===== config.mk =====
export PLATFORM = sky130hd
export DESIGN_NAME = instr_mem_fetch_flat
export DESIGN_NICKNAME = d
export VERILOG_FILES = /design/src/rtl/instr_mem_fetch_if.sv /design/src/rtl/instr_mem_fetch.sv /design/src/flat_wrapper.sv
export SDC_FILE = /design/constraint.sdc
export NUM_CORES = 1
export LEC_CHECK = 0
export BUFFER_PORTS_ARGS = -buffer_cell sky130_fd_sc_hd__buf_2
export CAP_MARGIN = 5
export CORE_UTILIZATION = 45
export DETAILED_ROUTE_END_ITERATION = 6
export GPL_ROUTABILITY_DRIVEN = 0
export PLACE_DENSITY = 0.69
export SYNTH_ARGS = -nofsm -noshare
export SYNTH_HDL_FRONTEND = slang
export SYNTH_SLANG_ARGS = --single-unit

===== constraint.sdc =====
create_clock -name clk -period 2.5 [get_ports clk]
set_clock_uncertainty 0.05 [all_clocks]
set_input_delay 0.25 -clock clk [delete_from_list [all_inputs] [get_ports clk]]
set_output_delay 0.25 -clock clk [all_outputs]
set_load 0.02 [all_outputs]

===== src/rtl/instr_mem_fetch_if.sv =====
// Fetch handshake and program-port bundle between the fetch stage and the instruction store.
interface instr_mem_fetch_if #(
  parameter int unsigned DATA_W = 16,
  parameter int unsigned ADDR_W = 16,
  parameter int unsigned CNT_W  = 16
);
  logic              fetch_req;
  logic [ADDR_W-1:0] fetch_addr;
  logic              stall;
  logic              flush;
  logic [DATA_W-1:0] instruction;
  logic              instr_valid;
  logic [ADDR_W-1:0] instr_addr;
  logic              addr_fault;
  logic              prog_we;
  logic [ADDR_W-1:0] prog_addr;
  logic [DATA_W-1:0] prog_data;
  logic              prog_err;
  logic [CNT_W-1:0]  fetch_count;

  modport master (
    output fetch_req, fetch_addr, stall, flush, prog_we, prog_addr, prog_data,
    input  instruction, instr_valid, instr_addr, addr_fault, prog_err, fetch_count
  );

  modport slave (
    input  fetch_req, fetch_addr, stall, flush, prog_we, prog_addr, prog_data,
    output instruction, instr_valid, instr_addr, addr_fault, prog_err, fetch_count
  );
endinterface


===== src/rtl/instr_mem_fetch.sv =====
// Synchronous-read instruction store with a programming port, a fetch handshake
// (stall/flush) and out-of-range fetches that return the NOP encoding.
module instr_mem_fetch #(
  parameter int unsigned          DATA_W   = 16,
  parameter int unsigned          ADDR_W   = 16,
  parameter int unsigned          DEPTH    = 32,
  parameter logic [DATA_W-1:0]    NOP_WORD = 16'hFFFF,
  parameter int unsigned          CNT_W    = 16
) (
  input logic                clk,
  input logic                rst_n,
  instr_mem_fetch_if.slave   bus
);
  localparam int unsigned IdxW = (DEPTH > 1) ? $clog2(DEPTH) : 1;
  // One extra bit so DEPTH == 2**ADDR_W still compares correctly.
  localparam logic [ADDR_W:0] DepthCmp = (ADDR_W + 1)'(DEPTH);

  logic [DATA_W-1:0] mem_q [DEPTH] = '{default: NOP_WORD};

  logic [DATA_W-1:0] instr_q, instr_d;
  logic              valid_q, valid_d;
  logic [ADDR_W-1:0] addr_q, addr_d;
  logic              fault_q, fault_d;
  logic              prog_err_q, prog_err_d;
  logic [CNT_W-1:0]  cnt_q, cnt_d;

  logic            fetch_in_range, prog_in_range, accept, bypass;
  logic [IdxW-1:0] fetch_idx, prog_idx;

  always_comb begin
    fetch_in_range = {1'b0, bus.fetch_addr} < DepthCmp;
    prog_in_range  = {1'b0, bus.prog_addr} < DepthCmp;
    fetch_idx      = bus.fetch_addr[IdxW-1:0];
    prog_idx       = bus.prog_addr[IdxW-1:0];
    accept         = bus.fetch_req && !bus.stall && !bus.flush;
    bypass         = bus.prog_we && (bus.prog_addr == bus.fetch_addr);
  end

  // Memory is deliberately outside the reset domain so programs survive reset.
  always_ff @(posedge clk) begin
    if (bus.prog_we && prog_in_range) begin
      mem_q[prog_idx] <= bus.prog_data;
    end
  end

  always_comb begin
    instr_d    = instr_q;
    valid_d    = valid_q;
    addr_d     = addr_q;
    fault_d    = fault_q;
    cnt_d      = cnt_q;
    prog_err_d = bus.prog_we && !prog_in_range;
    if (bus.flush) begin
      instr_d = NOP_WORD;
      valid_d = 1'b0;
      fault_d = 1'b0;
    end else if (bus.stall) begin
      // hold everything
    end else if (accept) begin
      valid_d = 1'b1;
      addr_d  = bus.fetch_addr;
      cnt_d   = cnt_q + 1'b1;
      if (fetch_in_range) begin
        instr_d = bypass ? bus.prog_data : mem_q[fetch_idx];
        fault_d = 1'b0;
      end else begin
        instr_d = NOP_WORD;
        fault_d = 1'b1;
      end
    end else begin
      valid_d = 1'b0;
    end
  end

  always_ff @(posedge clk or negedge rst_n) begin
    if (!rst_n) begin
      instr_q    <= NOP_WORD;
      valid_q    <= 1'b0;
      addr_q     <= '0;
      fault_q    <= 1'b0;
      prog_err_q <= 1'b0;
      cnt_q      <= '0;
    end else begin
      instr_q    <= instr_d;
      valid_q    <= valid_d;
      addr_q     <= addr_d;
      fault_q    <= fault_d;
      prog_err_q <= prog_err_d;
      cnt_q      <= cnt_d;
    end
  end

  assign bus.instruction = instr_q;
  assign bus.instr_valid = valid_q;
  assign bus.instr_addr  = addr_q;
  assign bus.addr_fault  = fault_q;
  assign bus.prog_err    = prog_err_q;
  assign bus.fetch_count = cnt_q;
endmodule


===== src/flat_wrapper.sv =====
// flat-port wrapper written by rule: the top's interface ports become plain ports
module instr_mem_fetch_flat 
#(
  parameter int unsigned          DATA_W   = 16,
  parameter int unsigned          ADDR_W   = 16,
  parameter int unsigned          DEPTH    = 32,
  parameter logic [DATA_W-1:0]    NOP_WORD = 16'hFFFF,
  parameter int unsigned          CNT_W    = 16
)
  (clk, rst_n, bus_fetch_req, bus_fetch_addr, bus_stall, bus_flush, bus_prog_we, bus_prog_addr, bus_prog_data, bus_instruction, bus_instr_valid, bus_instr_addr, bus_addr_fault, bus_prog_err, bus_fetch_count);
  instr_mem_fetch_if #(.DATA_W(DATA_W), .ADDR_W(ADDR_W), .CNT_W(CNT_W)) bus_i ();
  input logic clk;
  input logic rst_n;
  input wire logic [$bits(bus_i.fetch_req)-1:0] bus_fetch_req;
  input wire logic [$bits(bus_i.fetch_addr)-1:0] bus_fetch_addr;
  input wire logic [$bits(bus_i.stall)-1:0] bus_stall;
  input wire logic [$bits(bus_i.flush)-1:0] bus_flush;
  input wire logic [$bits(bus_i.prog_we)-1:0] bus_prog_we;
  input wire logic [$bits(bus_i.prog_addr)-1:0] bus_prog_addr;
  input wire logic [$bits(bus_i.prog_data)-1:0] bus_prog_data;
  output wire logic [$bits(bus_i.instruction)-1:0] bus_instruction;
  output wire logic [$bits(bus_i.instr_valid)-1:0] bus_instr_valid;
  output wire logic [$bits(bus_i.instr_addr)-1:0] bus_instr_addr;
  output wire logic [$bits(bus_i.addr_fault)-1:0] bus_addr_fault;
  output wire logic [$bits(bus_i.prog_err)-1:0] bus_prog_err;
  output wire logic [$bits(bus_i.fetch_count)-1:0] bus_fetch_count;
  assign bus_i.fetch_req = bus_fetch_req;
  assign bus_i.fetch_addr = bus_fetch_addr;
  assign bus_i.stall = bus_stall;
  assign bus_i.flush = bus_flush;
  assign bus_i.prog_we = bus_prog_we;
  assign bus_i.prog_addr = bus_prog_addr;
  assign bus_i.prog_data = bus_prog_data;
  assign bus_instruction = bus_i.instruction;
  assign bus_instr_valid = bus_i.instr_valid;
  assign bus_instr_addr = bus_i.instr_addr;
  assign bus_addr_fault = bus_i.addr_fault;
  assign bus_prog_err = bus_i.prog_err;
  assign bus_fetch_count = bus_i.fetch_count;
  instr_mem_fetch #(.DATA_W(DATA_W), .ADDR_W(ADDR_W), .DEPTH(DEPTH), .NOP_WORD(NOP_WORD), .CNT_W(CNT_W)) u_core (.clk(clk), .rst_n(rst_n), .bus(bus_i));
endmodule

==> results of run 1 <==
[metrics by stage]
stage / setup slack (ns) / total power (W) / util / area [µm²] / TNS (ns)
3_3_place_gp: -0.0982 / 0.0118 / 0.507 / 24400 / -0.495
5_1_grt: 0.0993 / 0.0200 / 0.545 / 26200 / 0
2_1_floorplan: 0.0875 / 0.0113 / - / 22100 / 0
3_5_place_dp: -0.103 / 0.0119 / 0.507 / 24400 / -0.742
4_1_cts: 0.248 / 0.0195 / 0.545 / 26200 / 0
6_report: 0.197 / 0.0194 / 0.545 / 26200 / 0
[kinds of logic after synthesis]
family	Yosys count
flip-flops	563
buffers and inverters	64
adder cells (fa/ha/maj)	1
multiplexers	193
XOR/XNOR	31
AND/OR/NAND/NOR	153
AO/OA/AOI/OAI	31
[per-layer routing]
| layer | GRT usage | share of wire |
|---|---|---|
| met5 | 0 | 0.0010 |
| met4 | 0.0681 | 0.022 |
| met3 | 0.0449 | 0.088 |
| met2 | 0.334 | 0.48 |
| met1 | 0.304 | 0.41 |
[layout make-up]
| cell class | count | area [µm²] | area share |
|---|---|---|---|
| flip-flops and latches | 563 | 16700 | 0.636 |
| well taps | 615 | 769 | 0.0294 |
| repair buffers | 195 | 1850 | 0.0705 |
| multi-input cells | 409 | 5230 | 0.199 |
| clock inverters | 21 | 149 | 0.00568 |
| clock buffers | 80 | 1520 | 0.0580 |
| inverters | 7 | 26.3 | 0.00100 |
[report_power, final]
part           leakage (nW)  switching, W  internal [W]  total (W)
Combinational          2.53      0.000696      0.000543    0.00124
Sequential             5.20     0.0000735        0.0104     0.0104
Clock                 0.816       0.00340       0.00432    0.00772
[Yosys cell counts (7+ instances only)]
library cell    n
a211oi_1       13
buf_1           7
buf_2           9
buf_4           9
clkbuf_1       32
dfrtp_1        35
dfstp_2        16
edfxtp_1      512
mux2_2         30
mux2i_1        12
mux4_2        151
nand2_1        11
nand3_1        13
nor2_1         57
nor2b_1         8
nor3_1         19
nor4_1         21
xnor2_1        22
xor2_1          9
[flip-flops by register name, indices dropped and copies added, names as in the netlist]
signal,flops
u_core.mem_q,512
u_core.bus.fetch_count,16
u_core.bus.instr_addr,16
u_core.bus.instruction,16
u_core.bus.addr_fault,1
u_core.bus.instr_valid,1
u_core.bus.prog_err,1
[worst paths after layout]
| path | startpoint | end | slack [ns] | cells past startpoint |
|---|---|---|---|---|
| min in group asynchronous | rst_n | u_core.bus.instr_addr[12] | 0.14 | 2 |
| max reg2reg | u_core.mem_q[3][5] | u_core.bus.instruction[5] | 0.38 | 5 |
| min | bus_fetch_addr[2] | u_core.bus.instr_addr[2] | 0.08 | 2 |
| max in group asynchronous | rst_n | u_core.bus.instruction[8] | 1.47 | 3 |
| min reg2reg | u_core.bus.fetch_count[15] | u_core.bus.fetch_count[15] | 0.44 | 1 |
| max | bus_fetch_addr[14] | u_core.bus.instruction[8] | 0.20 | 8 |
[worst register-to-register path, cell delays in order, from the launching register on]
cell and delay [ns]:
edfxtp_1 0.36, mux4_2 0.48, mux4_2 0.55, mux2_2 0.29, a211oi_1 0.22, nor3_1 0.08
[repair_timing]
item,in CTS,in global routing
setup buffers,0,0
endpoints found under the hold margin,38,0
gates resized for setup,0,0
hold buffers,16,0
==> results.ini, run 1 <==
[clock_network]
cts.reportedPaths.clkPinSlew_ns = 0.06
htree_levels = 2
cts_root_buffer = clkbuf_16
cts_tree = built
cts_buffers = 54
clk_latency_ns = 0.61
clk_path_buf_depth = 3
clkSinkCount = 563

[routing]
wire_per_inst_um = 27.6
first_pass_iters = 5
routed_wl_um = 52200
num_vias = 11200
drc = 0
ant_nets = 0
first_iter_violations = 1098
avgViaCountPerCell = 5.94

[logic_synthesis]
yosysSeqAreaShare = 0.755
muxShareOfSynthArea = 0.175
syn_avg_cell_area_um2 = 21.3
yosys.area_share.adder = 0.000566
syn_area_um2 = 22100
ys_ff_latch = 563
syn_nets = 1091
synthArstFlopShare = 0.0906
synthSimpleGateAreaFrac = 0.0343
synth_top_family_by_area = multiplexers
ys.warnings.count = 0
netlist.area_leader.share = 0.696
syn-instance-count = 1036
synth-compound-area-share = 0.0108
synth_edf_count = 512
synth_xor_xnor_area_share = 0.0123
synthFlopType = edfxtp_1
synth_area_leaders = edfxtp_1 (70%), mux4_2 (15%), dfrtp_1 (4.0%)
synth.largest_area_cell = edfxtp_1
synth_cell_types = 37

[placed_design]
port_buffers = 104
dp_hpwl_um = 31000
dpl.cell_count = 1773

[grt]
grt_overflow = 0
grt_max_degree = 34
grtUsageTotal = 0.214
antenna_found_initial = 5
grt_pass1_vias = 11400
grt_first_pass_wirelength_um = 76700

[final_layout]
fill_cells = 3598
fin_nets = 1285
final_common_cell = edfxtp_1
diodes = 0
syn_to_final_growth_pct = 18.6
drive_gt1_frac = 0.379
finalNonFillerCells = 1890
mostFrequentLayoutCells = edfxtp_1 (512), mux4_2 (151), buf_2 (102)

[pwr]
ir_worst_vdd_v = 0.000615
power_density_nw_per_um2 = 740
power.leakage_nw = 8.55

[sta]
fin_crit_ns = 2.30
relSlewSlack = 0.443
fmax_mhz = 434
tightest_slew_ns = 0.835
holdWs_ns = 0.0772
min_period_over_period = 0.921
rsz0062_at_grt = no
slew_viol_final = 0
hold_violations = 0
setup_viol = 0

[floorplanning]
die_h_um = 224
fp.dieW_um = 224
dieArea_um2 = 50000
rows = 80
io_pins = 105
initial_utilization = 0.460
core-area_um2 = 48000

[setup_path]
crit_path_frequent_cell = or4_1
crit_type = in2reg
cpPeakStageDelay_ns = 0.58
cp-end-kind = flip-flop
cp_max_fo = 16
cp.arrival_ns = 2.76
cpLargestDelayFamily = simple AND/OR/NAND/NOR gates
crit_buf_inv = 3
cp-start-kind = input pin
cp.required_ns = 2.96
slowest_stage = or4_1
crit_chain = dlygate4sd3_1 -> buf_2 -> xor2_1 -> or4_1 -> or4_1 -> buf_12 -> nor4_1 -> nor3_1

[run]
maxCapViolations = 0

[min_path]
hold_class = in2reg

[outcome]
status = finished clean

(Power assumes the default switching activity.)
==> inputs of run 2 (changes only) <==
--- a/config.mk
+++ b/config.mk
@@ -7,10 +7,12 @@
 export LEC_CHECK = 0
 export BUFFER_PORTS_ARGS = -buffer_cell sky130_fd_sc_hd__buf_2
 export CAP_MARGIN = 5
+export CELL_PAD_IN_SITES_DETAIL_PLACEMENT = 0
+export CELL_PAD_IN_SITES_GLOBAL_PLACEMENT = 1
 export CORE_UTILIZATION = 45
 export DETAILED_ROUTE_END_ITERATION = 6
 export GPL_ROUTABILITY_DRIVEN = 0
-export PLACE_DENSITY = 0.69
+export PLACE_DENSITY = 0.76
 export SYNTH_ARGS = -nofsm -noshare
 export SYNTH_HDL_FRONTEND = slang
 export SYNTH_SLANG_ARGS = --single-unit
==> run 2 against run 1 <==
Highest routed layer unchanged. Setup slack got worse by 0.060 ns. Register-to-register slack lost 0.04 ns. Critical path depth did not move. Clock power increased by 9.5%.
==> results.ini, run 2 (same netlist as run 1, synthesis figures left out) <==
[outcome]
status = finished clean

[final_layout]
syn_to_final_growth_pct = 19.4
final_common_cell = edfxtp_1
largest_register_ffs = 512
fin_nets = 1300
utilization = 0.549
drive_gt1_frac = 0.384
mostFrequentLayoutCells = edfxtp_1 (512), mux4_2 (151), buf_2 (102)
top_register = u_core.mem_q
finalNonFillerCells = 1906
diodes = 0

[sta]
fmax_mhz = 423
min_period_over_period = 0.945
setup_ws_ns = 0.137
slew_viol_final = 0
tightest_slew_ns = 0.935
setup_viol = 0
holdWs_ns = 0.0383
relSlewSlack = 0.373
rsz0062_at_grt = no
fin_crit_ns = 2.36
hold_violations = 0

[floorplanning]
rows = 80
dieArea_um2 = 50000
die_h_um = 224
fp.dieW_um = 224
initial_utilization = 0.460
io_pins = 105
core-area_um2 = 48000

[grt]
grt_pass1_vias = 11600
grt_overflow = 0
grt_first_pass_wirelength_um = 77700
grt_max_degree = 34
grtUsageTotal = 0.218
antenna_found_initial = 5

[pwr]
swShare = 0.211
p_clk_frac = 0.420
p_int_w = 0.0159
power.leakage_nw = 8.69
p_seq_frac = 0.518
p_sw_w = 0.00424
comb_power_share = 0.063
ir_worst_vdd_v = 0.000613
power_density_nw_per_um2 = 763

[min_path]
hold_class = in2reg

[setup_path]
crit_path_end = u_core.bus.instruction[3]
worstReg2RegEnd = u_core.bus.instruction[6]
ff2ff_setup_slack_ns = 0.34
cp-end-kind = flip-flop
crit_path_start = bus_fetch_addr[14]
cp_max_fo = 16
cpPeakStageDelay_ns = 0.57
crit_path_frequent_cell = or4_1
rr_startpoint = u_core.mem_q[2][6]
r2r_cells = 5
cp.arrival_ns = 2.83
cp.required_ns = 2.97
slowest_stage = or4_1
cp-start-kind = input pin
crit_type = in2reg
crit_chain = dlygate4sd3_1 -> buf_2 -> xor2_1 -> or4_1 -> or4_1 -> buf_4 -> nor4_1 -> nor3_1

[clock_network]
postCtsSetupBuffers = 0
cts_tree = built
clk_latency_ns = 0.61
cts_buffers = 56
htree_levels = 2
clk_path_buf_depth = 3
clkSinkCount = 563
cts.reportedPaths.clkPinSlew_ns = 0.06
cts_root_buffer = clkbuf_16

[routing]
num_vias = 11300
first_iter_violations = 1099
ant_nets = 0
wire_per_inst_um = 27.9
routed_wl_um = 53200
avgViaCountPerCell = 5.94
first_pass_iters = 7
drc = 0

[placed_design]
port_buffers = 104
dp_slack_ns = -0.103
dp_hpwl_um = 31600
dpl.cell_count = 1783

[run]
maxCapViolations = 0

==> run 2: cell types whose count changed in the layout (fill, tap and decap cells not counted), sizes merged <==
cell / delta
inv: -1
clkinv: -5
dlygate4sd3: +3
bufinv: +3
buf: +10
clkbuf: +7
clkinvlp: -1
==> run 2: critical path: cells and delay by family <==
| family | cells | cell delay [ns] |
|---|---|---|
| and+or+nand+nor | 4 | 1.44 |
| buffers and inverters | 3 | 0.96 |
| xor gates and xnor gates | 1 | 0.17 |
==> run 2: layer usage <==
metal / vias up / global-route usage / wire length (µm)
met5: - / 0 / 36
met4: 6 / 0.0716 / 1390
met3: 103 / 0.0451 / 4630
met2: 560 / 0.345 / 25400
met1: 5910 / 0.304 / 21800
li1: 4734 / - / -
==> run 2: what timing repair did <==
| action | in CTS | in global routing |
|---|---|---|
| endpoints found under the setup margin | 0 | 0 |
| hold buffers | 19 | 0 |
| gates resized for setup | 0 | 0 |
| hold endpoints to repair | 50 | 0 |
==> run 2: worst min path at each step <==
| stage | startpoint | endpoint | slack [ns] | cells after the start |
|---|---|---|---|---|
| floorplan | rst_n | u_core.bus.addr_fault | -0.1 | 0 |
| global placement | rst_n | u_core.bus.fetch_count[4] | 0.10 | 1 |
| detailed placement | rst_n | u_core.bus.fetch_count[9] | 0.11 | 1 |
| CTS | bus_fetch_addr[3] | u_core.bus.instr_addr[3] | 0.01 | 2 |
| global route | bus_fetch_addr[3] | u_core.bus.instr_addr[3] | 0.03 | 2 |
| finish | bus_fetch_addr[3] | u_core.bus.instr_addr[3] | 0.04 | 2 |
==> run 2: layout make-up <==
class                   count  area, µm²
fillers                  3573      21700
clock inverters            17        195
inverters                   7       26.3
flip-flops and latches    563      16700
clock buffers              87       1670
well taps                 615        769
multi-input cells         409       5200
repair buffers            208       1850
==> run 2: power by group through the flow <==
stage | Combinational, W | Clock (W) | Sequential (W)
after floorplan | 0.000592 | 0 | 0.0107
after global placement | 0.00122 | 0 | 0.0106
after detailed placement | 0.00124 | 0 | 0.0106
after CTS | 0.00127 | 0.00856 | 0.0104
after global routing | 0.00134 | 0.00889 | 0.0104
final | 0.00126 | 0.00845 | 0.0104
==> run 2: stage by stage <==
step / instance area, µm² / TNS (ns) / total power (W)
2_1_floorplan: 22100 / 0 / 0.0113
3_3_place_gp: 24300 / -0.736 / 0.0118
3_5_place_dp: 24300 / -0.727 / 0.0119
4_1_cts: 26400 / 0 / 0.0203
5_1_grt: 26400 / 0 / 0.0207
6_report: 26400 / 0 / 0.0201
==> inputs of run 3 (changes only) <==
--- a/config.mk
+++ b/config.mk
@@ -7,7 +7,7 @@
 export LEC_CHECK = 0
 export BUFFER_PORTS_ARGS = -buffer_cell sky130_fd_sc_hd__buf_2
 export CAP_MARGIN = 5
-export CELL_PAD_IN_SITES_DETAIL_PLACEMENT = 0
+export CELL_PAD_IN_SITES_DETAIL_PLACEMENT = 1
 export CELL_PAD_IN_SITES_GLOBAL_PLACEMENT = 1
 export CORE_UTILIZATION = 45
 export DETAILED_ROUTE_END_ITERATION = 6
==> run 3 against run 2 <==
Count of clock-buffer cells in the layout decreased by 16. Critical endpoint is now u_core.bus.instruction[2]. Fmax decreased by 0.79%. Global-route usage increased by 2.6 points. Critical path depth unchanged. Register-to-register slack got worse by 0.06 ns. Utilization decreased by 0.26 points. Cell count about the same. Worst hold slack got worse by 0.012 ns. Combinational power about the same. First-iteration DRC count increased by 7.0%.
==> results.ini, run 3 (same netlist as run 1, synthesis figures left out) <==
[min_path]
hold_class = in2async

[pwr]
power_density_nw_per_um2 = 754
p_sw_w = 0.00437
ir_worst_vdd_v = 0.000554
p_clk_frac = 0.408
p_int_w = 0.0154
p_seq_frac = 0.527
power.leakage_nw = 8.64
swShare = 0.220
comb_power_share = 0.065

[clock_network]
hold_buffers = 18
cts_buffers = 55
cts_resized = 0
clk_latency_ns = 0.61
htree_levels = 2
clkSinkCount = 563
cts_root_buffer = clkbuf_16
cts_tree = built
postCtsSetupBuffers = 0
cts.reportedPaths.clkPinSlew_ns = 0.06
clk_path_buf_depth = 3

[routing]
drc = 0
routed_wl_um = 59300
num_vias = 11600
first_iter_violations = 1176
avgViaCountPerCell = 6.09
ant_nets = 0
wire_per_inst_um = 31.2
first_pass_iters = 5

[final_layout]
fin_nets = 1298
utilization = 0.547
syn_to_final_growth_pct = 18.9
largest_register_ffs = 512
drive_gt1_frac = 0.384
finalNonFillerCells = 1905
fill_cells = 4204
top_register = u_core.mem_q
mostFrequentLayoutCells = edfxtp_1 (512), mux4_2 (151), buf_2 (102)
diodes = 0
final_common_cell = edfxtp_1

[floorplanning]
rows = 80
fp.dieW_um = 224
io_pins = 105
core-area_um2 = 48000
die_h_um = 224
initial_utilization = 0.460
dieArea_um2 = 50000

[setup_path]
ff2ff_setup_slack_ns = 0.28
cp-start-kind = input pin
cp.required_ns = 2.98
rr_startpoint = u_core.mem_q[19][8]
crit_type = in2reg
r2r_cells = 5
cp-end-kind = flip-flop
crit_path_start = bus_fetch_addr[14]
cp.arrival_ns = 2.86
cp_max_fo = 16

[placed_design]
port_buffers = 104
dpl.cell_count = 1783
dp_slack_ns = -0.162
dp_hpwl_um = 35600

[sta]
fin_crit_ns = 2.38
setup_viol = 0
relSlewSlack = 0.373
holdWs_ns = 0.0266
slew_viol_final = 0
tightest_slew_ns = 0.935
rsz0062_at_grt = no
min_period_over_period = 0.953
hold_violations = 0
setup_ws_ns = 0.118
fmax_mhz = 420

[grt]
grt_pass1_vias = 12500
antenna_found_initial = 4
grt_first_pass_wirelength_um = 86200
grt_overflow = 0
grtUsageTotal = 0.243
grt_max_degree = 34

[run]
maxCapViolations = 0

[outcome]
status = finished clean

-- run 3: cell types whose count changed in the layout (fill, tap and decap cells not counted), sizes merged --
cell,previous run,this run
bufinv,4,3
clkbuf,88,72
clkinv,14,26
clkinvlp,0,1
dlygate4sd3,19,18
inv,6,10
-- run 3: area by class of cell --
cell class	count	area, µm²	share of cell area
Clock buffer	71	1500	0.0569
Clock inverter	33	255	0.00972
Inverter	7	26.3	0.00100
Multi-Input combinational cell	409	5200	0.198
Sequential cell	563	16700	0.635
Tap cell	615	769	0.0293
Timing Repair Buffer	207	1840	0.0701
-- run 3: layer usage --
metal / GRT usage / vias to the layer above / part of all wire
li1: - / 4727 / -
met4: 0.0829 / 6 / 0.030
met2: 0.411 / 591 / 0.50
met5: 0 / - / 0.00076
met1: 0.321 / 6160 / 0.39
met3: 0.0428 / 114 / 0.078
-- run 3: through the flow --
stage          total power [W]  area (µm²)  setup TNS, ns
2_1_floorplan           0.0113       22100              0
3_3_place_gp            0.0118       24300         -0.736
3_5_place_dp            0.0119       24300          -2.33
4_1_cts                 0.0200       26300              0
5_1_grt                 0.0203       26300              0
6_report                0.0198       26300              0
-- run 3: worst paths after layout --
| path | to |
|---|---|
| max in group asynchronous | u_core.bus.instruction[11] |
| min in group clk | u_core.bus.instr_addr[2] |
| hold / removal | u_core.bus.fetch_count[6] |
| setup / recovery | u_core.bus.instruction[2] |
| setup reg to reg | u_core.bus.instruction[8] |
| hold reg to reg | u_core.bus.fetch_count[15] |
-- run 3: worst max-delay path: stages --
cell	delay, ns
dlygate4sd3_1	0.54
buf_2	0.16
xor2_1	0.17
or4_1	0.57
or4_1	0.49
buf_4	0.25
nor4_1	0.32
nor3_1	0.11
-- run 3: power by group through the flow --
| stage | clock network [W] | registers (W) | logic (W) |
|---|---|---|---|
| 2_1_floorplan | 0 | 0.0107 | 0.000592 |
| 3_3_place_gp | 0 | 0.0106 | 0.00122 |
| 3_5_place_dp | 0 | 0.0106 | 0.00127 |
| 4_1_cts | 0.00824 | 0.0104 | 0.00130 |
| 5_1_grt | 0.00851 | 0.0104 | 0.00136 |
| 6_report | 0.00808 | 0.0104 | 0.00129 |
